[config.mk]
export PLATFORM = sky130hd
export DESIGN_NAME = hub75_scan
export DESIGN_NICKNAME = d
export VERILOG_FILES = /design/src/rtl/hub75_scan.sv
export SDC_FILE = /design/constraint.sdc
export NUM_CORES = 1
export LEC_CHECK = 0
export ABC_AREA = 1
export BUFFER_PORTS_ARGS = -buffer_cell sky130_fd_sc_hd__buf_4
export CAP_MARGIN = 15
export CELL_PAD_IN_SITES_DETAIL_PLACEMENT = 0
export CELL_PAD_IN_SITES_GLOBAL_PLACEMENT = 2
export CORE_ASPECT_RATIO = 1.2
export CORE_MARGIN = 5
export CORE_UTILIZATION = 28
export DETAILED_ROUTE_END_ITERATION = 10
export MAX_ROUTING_LAYER = met4
export PLACE_DENSITY_LB_ADDON = 0.12
export SETUP_SLACK_MARGIN = 0.1
export SLEW_MARGIN = 10
export SYNTH_ARGS = -nofsm -noshare
export SYNTH_HDL_FRONTEND = slang
export SYNTH_SLANG_ARGS = --single-unit
export TNS_END_PERCENT = 20
[constraint.sdc]
create_clock -name clk -period 8.4 [get_ports clk]
set_input_delay 1.26 -clock clk [delete_from_list [all_inputs] [get_ports clk]]
set_output_delay 1.26 -clock clk [all_outputs]
set_load 0.05 [all_outputs]
[src/rtl/hub75_scan.sv]
// ---------------------------------------------------------------------------
// hub75_scan
// Read-side scanner for the double-buffered LED frame memory. Walks the
// display bank row by row (upper and lower half RAMs in parallel) and emits
// HUB75 shift/latch/enable sequences for a 32x32, 1:16-scan panel using
// binary-coded modulation over 8 bit-planes per colour channel.
//
// Ports
//   clk             system clock, rising edge
//   rst             asynchronous active-high reset
//   display_buffer  bank to display, sampled at reset release / frame wrap
//   rd_addr         {bank, row[3:0], col[4:0]} memory read address (registered)
//   rd_data_hi      upper-half pixel {R,G,B}, one cycle read latency
//   rd_data_lo      lower-half pixel {R,G,B}, one cycle read latency
//   r0,g0,b0        upper-half colour bits to panel
//   r1,g1,b1        lower-half colour bits to panel
//   panel_clk       panel shift clock
//   lat             panel latch strobe
//   oe_n            panel output enable, active-low
//   row_addr        panel row select A-D
//   frame_done      one-cycle pulse in the first cycle of a new frame
// ---------------------------------------------------------------------------
module hub75_scan #(
    parameter int BASE_TIME = 8
) (
    input  logic        clk,
    input  logic        rst,
    input  logic        display_buffer,
    output logic [9:0]  rd_addr,
    input  logic [23:0] rd_data_hi,
    input  logic [23:0] rd_data_lo,
    output logic        r0,
    output logic        g0,
    output logic        b0,
    output logic        r1,
    output logic        g1,
    output logic        b1,
    output logic        panel_clk,
    output logic        lat,
    output logic        oe_n,
    output logic [3:0]  row_addr,
    output logic        frame_done
);

    // Counter must hold both the 65-cycle shift phase and the plane-7 enable.
    localparam int DW = $clog2(BASE_TIME * 128 + 1);
    localparam int CW = (DW > 7) ? DW : 7;

    typedef enum logic [1:0] {
        SHIFT,
        LATCH,
        DISPLAY
    } state_t;

    state_t          state_q, state_d;
    logic [CW-1:0]   cnt_q, cnt_d;
    logic [2:0]      plane_q, plane_d;
    logic [3:0]      row_q, row_d;
    logic            bank_q, bank_d;
    logic            start_q;
    logic            wrap;
    logic [CW-1:0]   disp_last;

    logic [9:0]      rd_addr_q, rd_addr_d;
    logic [5:0]      rgb_q, rgb_d;
    logic            pclk_q, pclk_d;
    logic            lat_q, lat_d;
    logic            oen_q, oen_d;
    logic [3:0]      row_addr_q, row_addr_d;
    logic            fd_q, fd_d;

    logic [7:0]      hr, hg, hb, lr, lg, lb;

    assign disp_last = (CW'(BASE_TIME) << plane_q) - CW'(1);

    // ------------------------------------------------------------------
    // State register (all registers, including registered outputs)
    // ------------------------------------------------------------------
    always_ff @(posedge clk or posedge rst) begin
        if (rst) begin
            state_q    <= SHIFT;
            cnt_q      <= '0;
            plane_q    <= '0;
            row_q      <= '0;
            bank_q     <= 1'b0;
            start_q    <= 1'b1;
            rd_addr_q  <= '0;
            rgb_q      <= '0;
            pclk_q     <= 1'b0;
            lat_q      <= 1'b0;
            oen_q      <= 1'b1;
            row_addr_q <= '0;
            fd_q       <= 1'b0;
        end else begin
            state_q    <= state_d;
            cnt_q      <= cnt_d;
            plane_q    <= plane_d;
            row_q      <= row_d;
            bank_q     <= bank_d;
            start_q    <= 1'b0;
            rd_addr_q  <= rd_addr_d;
            rgb_q      <= rgb_d;
            pclk_q     <= pclk_d;
            lat_q      <= lat_d;
            oen_q      <= oen_d;
            row_addr_q <= row_addr_d;
            fd_q       <= fd_d;
        end
    end

    // ------------------------------------------------------------------
    // Next-state logic. start_q marks the idle cycle held in reset so the
    // first edge after release begins SHIFT cycle 0 with the bank sampled.
    // ------------------------------------------------------------------
    always_comb begin
        state_d = state_q;
        cnt_d   = cnt_q + CW'(1);
        plane_d = plane_q;
        row_d   = row_q;
        bank_d  = bank_q;
        wrap    = 1'b0;
        if (start_q) begin
            state_d = SHIFT;
            cnt_d   = '0;
            plane_d = '0;
            row_d   = '0;
            bank_d  = display_buffer;
        end else begin
            unique case (state_q)
                SHIFT: begin
                    if (cnt_q == CW'(64)) begin
                        state_d = LATCH;
                        cnt_d   = '0;
                    end
                end
                LATCH: begin
                    state_d = DISPLAY;
                    cnt_d   = '0;
                end
                DISPLAY: begin
                    if (cnt_q == disp_last) begin
                        state_d = SHIFT;
                        cnt_d   = '0;
                        plane_d = plane_q + 3'd1;
                        if (plane_q == 3'd7) begin
                            row_d = row_q + 4'd1;
                            if (row_q == 4'd15) begin
                                wrap   = 1'b1;
                                bank_d = display_buffer;
                            end
                        end
                    end
                end
                default: begin
                    state_d = SHIFT;
                    cnt_d   = '0;
                end
            endcase
        end
    end

    // ------------------------------------------------------------------
    // Output logic: next values of the registered outputs
    // ------------------------------------------------------------------
    assign hr = rd_data_hi[23:16];
    assign hg = rd_data_hi[15:8];
    assign hb = rd_data_hi[7:0];
    assign lr = rd_data_lo[23:16];
    assign lg = rd_data_lo[15:8];
    assign lb = rd_data_lo[7:0];

    always_comb begin
        rd_addr_d = rd_addr_q;
        if (state_d == SHIFT && cnt_d <= CW'(63))
            rd_addr_d = {bank_d, row_d, cnt_d[5:1]};

        // Pixel (k-1)/2 arrives one cycle after its address; capture it at
        // the end of each odd shift cycle.
        rgb_d = rgb_q;
        if (!start_q && state_q == SHIFT && cnt_q[0])
            rgb_d = {hr[plane_q], hg[plane_q], hb[plane_q],
                     lr[plane_q], lg[plane_q], lb[plane_q]};

        pclk_d     = (state_d == SHIFT) && (cnt_d >= CW'(2)) && !cnt_d[0];
        lat_d      = (state_d == LATCH);
        oen_d      = (state_d != DISPLAY);
        row_addr_d = (state_d == LATCH) ? row_d : row_addr_q;
        fd_d       = wrap;
    end

    assign rd_addr    = rd_addr_q;
    assign {r0, g0, b0, r1, g1, b1} = rgb_q;
    assign panel_clk  = pclk_q;
    assign lat        = lat_q;
    assign oe_n       = oen_q;
    assign row_addr   = row_addr_q;
    assign frame_done = fd_q;

endmodule
==> results.json, run 1 <==
{
  "cp_max_fo": 28,
  "num_vias": 2918,
  "place_congestion": 0.833,
  "synth.most_common_cell": "nand2_1",
  "ctsHoldBuffers": 0,
  "fin_crit_ns": 4.25,
  "r2r_start": "plane_q[0]$_DFFE_PP0P_",
  "min_period_over_period_pct": 50.6,
  "highest_layer": "met4",
  "p_per_area_nw_per_um2": 138,
  "cts_num_sinks": 46,
  "status": "finished clean",
  "area_growth_pct": 27.9,
  "die_area_um2": 12700,
  "dp_hpwl_um": 6990,
  "first_global_vias": 2970,
  "grt_antenna_before_repair": 0,
  "netlist_instances": 415,
  "grt_pass1_wl_um": 15400,
  "wire_per_inst_um": 14.8,
  "viasPerCell": 4.73,
  "ys_types": 33,
  "fin_tns_setup_ns": 0,
  "crit_path_start": "plane_q[0]$_DFFE_PP0P_",
  "fmaxAchievable_mhz": 235,
  "hold_violations": 0,
  "firstDrtPassIters": 4,
  "stdcell_area_um2": 3760,
  "crit_type": "reg -> reg",
  "post_cts_buffers": 0,
  "skew_ns": 0.00684,
  "synth_nets": 476,
  "wl_um": 9130,
  "min_path_type": "reg -> reg",
  "drc_errors": 0,
  "drt-initial-drc-count": 154,
  "synth_area_leader_cell": "dfrtp_1",
  "cap_violations": 0,
  "leakage_uw": 0.00197,
  "synth.avg_cell_area_um2": 7.09,
  "end_kind": "register",
  "setup-violations-final": 0,
  "track_usage_pct": 15.5,
  "root_buffer": "clkbuf_16",
  "num_antenna_cells": 0,
  "wl_met1_um": 4210,
  "cts_resized": 0,
  "die_x_um": 104,
  "netlist_area_um2": 2940,
  "grt_max_degree": 47,
  "holdCritStartpoint": "row_addr[0]$_DFFE_PP0P_",
  "synthArstFlopShare_pct": 100,
  "required_ns": 8.58,
  "coreArea_um2": 10400,
  "synthTopCellsByCount": "nand2_1 (124), nor2_1 (62), o21ai_0 (45)",
  "synth_top_area_share_pct": 37.4,
  "peakVddDrop_mv": 0.117,
  "dpl_cell_area_um2": 3610,
  "yosys_register_bits": 46,
  "htreeDepth": 2,
  "arrival_ns": 4.43,
  "start_util_pct": 28.3,
  "synth-warning-count": 0,
  "ys_seq_area_share_pct": 39.2,
  "slew-limit-headroom_pct": 36.0,
  "whs_ns": 0.483,
  "io_buffers": 74,
  "cts_made_buffers": 5,
  "ant_nets": 0,
  "clk_path_buf_depth": 2,
  "layout.nets": 548,
  "tightestPinTransition_ns": 0.959,
  "synth_ff_type": "dfrtp_1",
  "wl_met2_um": 4460,
  "yosys-top-cells-area": "dfrtp_1 (37%), nand2_1 (16%), nor2_1 (7.9%)",
  "startpoint_type": "register",
  "cts_tree": "done",
  "rows": 41,
  "clk_latency_ns": 0.29,
  "final_layout_size_suffix_gt1_share_pct": 20.1,
  "clkSlewWorstSetupHoldPaths_ns": 0.06,
  "fp.dieH_um": 122,
  "slew_violations": 0,
  "synth-edff-count": 0,
  "num_io_pins": 75,
  "rsz0062_at_grt": "false",
  "grt.overflow.total": 0,
  "dr_wl_met3_um": 333
}
-- final cells by class --
| cell class | count | area (um2) |
|---|---|---|
| fillers | 1143 | 6650 |
| multi-input cells | 317 | 1580 |
| flip-flops and latches | 46 | 1150 |
| repair buffers | 74 | 556 |
| inverters | 43 | 161 |
| well taps | 129 | 161 |
| clock buffers | 6 | 139 |
| clock inverters | 2 | 12.5 |
-- cell usage in the layout (no fill, tap or decap), types with 5 or more instances in the layout --
master     netlist  layout
xor2_1           5       5
nand2_1        124     124
inv_1           38      37
buf_4            1      74
o21ai_0         45      45
nor3_1          10      10
nor2_1          62      62
o221ai_1        10      10
nand3_1         18      18
clkbuf_16        0       5
ha_1            10      10
dfrtp_1         44      44
-- power by group --
group          total, uW  internal [uW]  switching, uW
logic               79.8           30.9           48.9
clock network        204            118           85.8
registers            236            230           5.67
-- worst max-delay path: stages, from the launching register on --
cell and delay, ns:
dfrtp_1 0.82, clkinv_1 0.80, ha_1 0.53, nand2_1 0.17, ha_1 0.27, nand2_1 0.07, nand3_1 0.08, nor2_1 0.10
nand2_1 0.06, nor2_1 0.08, nand2_1 0.15, o21ai_2 0.23, nand2_1 0.10, nand2_2 0.12, nand2_1 0.07, inv_1 0.10
nand3_2 0.20, nand2_1 0.12, nand2_1 0.06
-- cell families after synthesis --
family	count (synthesis)	synth area share, %
and+or+nand+nor	230	33.0
AOI/OAI and AO/OA	71	14.9
buffers and inverters	52	7.06
DFF	46	39.2
adders and majority gates	10	4.25
xor gates and xnor gates	5	1.49
other	1	0.127
-- stage by stage --
stage | instances | total power (uW) | util (%) | setup WS (ns)
after global placement | 609 | 322 | 34.7 | 4.16
after detailed placement | 609 | 321 | 34.7 | 4.10
after floorplan | 415 | 283 | - | 5.54
after global routing | 617 | 545 | 36.2 | 3.63
after CTS | 617 | 528 | 36.2 | 4.11
final | 617 | 519 | 36.2 | 4.15
-- state kept, by name, indices dropped and copies added (netlist names) --
name,count
row_addr,4
rgb_q,6
bank_q,1
frame_done,1
plane_q,3
row_q,4
cnt_q,11
oe_n,1
panel_clk,1
lat,1
state_q,2
start_q,1
rd_addr,10
-- path summary, 6_finish.rpt --
check	endpoint	slack, ns	cells past startpoint
max	rd_addr[4]$_DFFE_PP0P_	4.15	18
min	row_addr[0]$_DFFE_PP0P_	0.48	2
max reg2reg	rd_addr[4]$_DFFE_PP0P_	4.15	18
min reg2reg	row_addr[0]$_DFFE_PP0P_	0.48	2
max in group asynchronous	rgb_q[3]$_DFFE_PP0P_	6.60	2
min in group asynchronous	row_addr[0]$_DFFE_PP0P_	1.19	2
-- routing by layer --
layer	global-route usage [%]	vias up
li1	-	1500
met1	19.5	1336
met2	25.3	73
met3	2.52	9
met4	5.33	0
met5	-	-
No activity file was read; power rests on OpenSTA's default activity.
==> run 2: changes to the inputs <==
CORE_UTILIZATION = 26   (was 28)
clock period = 3.7 ns   (was 8.4 ns; I/O delays follow)
==> results.json, run 2 (synthesized netlist as in run 1, its figures left out) <==
{
  "cp_max_fo": 15,
  "required_ns": 3.88,
  "regToRegSetupSlack_ns": 0.64,
  "ff2ff_path_depth": 19,
  "regMostFlops": "cnt_q",
  "clkSlewWorstSetupHoldPaths_ns": 0.06,
  "clk_latency_ns": 0.29,
  "tightestPinTransition_ns": 0.966,
  "start_util_pct": 26.5,
  "end_kind": "register",
  "root_buffer": "clkbuf_16",
  "skew_ns": 0.00610,
  "final_common_cell": "nand2_1",
  "hold_violations": 0,
  "htreeDepth": 2,
  "final_layout_size_suffix_gt1_share_pct": 20.7,
  "clk_path_buf_depth": 2,
  "die_x_um": 107,
  "first_global_vias": 2944,
  "instances_no_fill": 646,
  "num_antenna_cells": 0,
  "leakage_uw": 0.00200,
  "crit_chain": "inv_1 > ha_1 > nand2_1 > ha_1 > inv_1 > nor2_1 > nand3_1 > nand2_1 > nand2_1 > nand2_1 > nand3_2 > o21ai_2 > nand2_1 > nand2_2 > nand2_1 > inv_1 > nand3_2 > nand2_1 > nand2_1",
  "cts_num_sinks": 46,
  "grt_antenna_before_repair": 0,
  "place_congestion": 0.867,
  "num_vias": 2931,
  "hold_end": "rd_addr[9]$_DFFE_PP0P_",
  "r2r_start": "plane_q[1]$_DFFE_PP0P_",
  "worstReg2RegEnd": "rd_addr[0]$_DFFE_PP0P_",
  "firstDrtPassIters": 4,
  "pre_cts_ws_ns": 0.604,
  "cp_common_cell": "nand2_1",
  "arrival_ns": 3.24,
  "fin_tns_setup_ns": 0,
  "holdCritStartpoint": "rd_addr[9]$_DFFE_PP0P_",
  "max_stage_delay_ns": 0.61,
  "startpoint_type": "register",
  "area_growth_pct": 30.6,
  "post_cts_buffers": 0,
  "cts_tree": "done",
  "wire_per_inst_um": 14.2,
  "min_path_type": "reg -> reg",
  "post-route-util_pct": 34.7,
  "dp_hpwl_um": 7210,
  "holdPathStages": 2,
  "p_per_area_nw_per_um2": 322,
  "peakVddDrop_mv": 0.180,
  "slew_violations": 0,
  "grt.overflow.total": 0,
  "ant_nets": 0,
  "layout.nets": 552,
  "cts_resized": 0,
  "crit_slowest_cell": "dfrtp_1",
  "slew-limit-headroom_pct": 35.5,
  "fin_ws_ns": 0.642,
  "crit_type": "reg -> reg",
  "viasPerCell": 4.54,
  "io_buffers": 74,
  "drt-initial-drc-count": 152,
  "finalPower_uw": 1240,
  "setup-violations-final": 0,
  "rows": 42,
  "min_period_over_period_pct": 82.6,
  "fmaxAchievable_mhz": 327,
  "drc_errors": 0,
  "place_inst": 638,
  "regArea_um2": 1150,
  "ctsHoldBuffers": 0,
  "die_area_um2": 13600,
  "num_io_pins": 75,
  "largest_reg_flops": 11,
  "coreArea_um2": 11100,
  "cap_violations": 0,
  "grt_pass1_wl_um": 15200,
  "wl_um": 9200,
  "final_cell_mix": "nand2_1 (124), buf_4 (78), nor2_1 (62)",
  "rsz0062_at_grt": "false",
  "track_usage_pct": 14.3,
  "fp.dieH_um": 127,
  "grt_max_degree": 47,
  "multi_input_comb_area_um2": 1580,
  "fillers": 1222,
  "status": "finished clean",
  "cts_made_buffers": 5,
  "fin_crit_ns": 3.06
}
## run 2: cell count changes in the layout (fill, tap and decap cells not counted)
cell / previous run / this run
buf_4: 74 / 78
bufinv_16: 0 / 1
clkbuf_8: 1 / 0
clkinvlp_4: 1 / 0
inv_6: 0 / 1
## run 2: metal layers
layer / track usage (%) / wire (um) / up-vias
met5: - / 0 / -
met4: 3.54 / 93 / 0
met3: 2.49 / 421 / 8
met2: 24.1 / 4580 / 64
met1: 17.6 / 4110 / 1356
li1: - / - / 1503
## run 2: how the worst max path moves through the flow
stage | start | cells after the start | end
2_1_floorplan | plane_q[0]$_DFFE_PP0P_ | 19 | rd_addr[0]$_DFFE_PP0P_
3_3_place_gp | plane_q[1]$_DFFE_PP0P_ | 19 | rd_addr[1]$_DFFE_PP0P_
3_5_place_dp | plane_q[1]$_DFFE_PP0P_ | 19 | rd_addr[0]$_DFFE_PP0P_
4_1_cts | plane_q[1]$_DFFE_PP0P_ | 19 | rd_addr[0]$_DFFE_PP0P_
5_1_grt | plane_q[1]$_DFFE_PP0P_ | 19 | rd_addr[0]$_DFFE_PP0P_
6_report | plane_q[1]$_DFFE_PP0P_ | 19 | rd_addr[0]$_DFFE_PP0P_
## run 2: through the flow
stage,hold WS [ns],instance area [um2]
global route,0.516,3840
floorplan,0.495,2940
global placement,0.466,3670
CTS,0.492,3840
detailed placement,0.467,3670
finish,0.481,3840
## run 2: area by class of cell
class	instances	area share, %
multi-input cells	317	41.1
well taps	154	5.01
flip-flops and latches	46	30.0
clock inverters	3	1.14
inverters	43	4.20
clock buffers	5	3.26
repair buffers	78	15.2
## run 2: report_power, final
group / switching [uW] / internal (uW) / total (uW)
sequential: 13.1 / 523 / 536
combinational: 111 / 70.1 / 181
clock: 200 / 320 / 520
total: 325 / 913 / 1240
## run 2: critical path, delay by kind of cell, from the launching register on
kind / cells / cell delay [ns]
adders and majority gates: 2 / 0.49
and+or+nand+nor: 13 / 1.34
buffers and inverters: 3 / 0.30
DFF: 1 / 0.61
AOI/OAI and AO/OA: 1 / 0.20
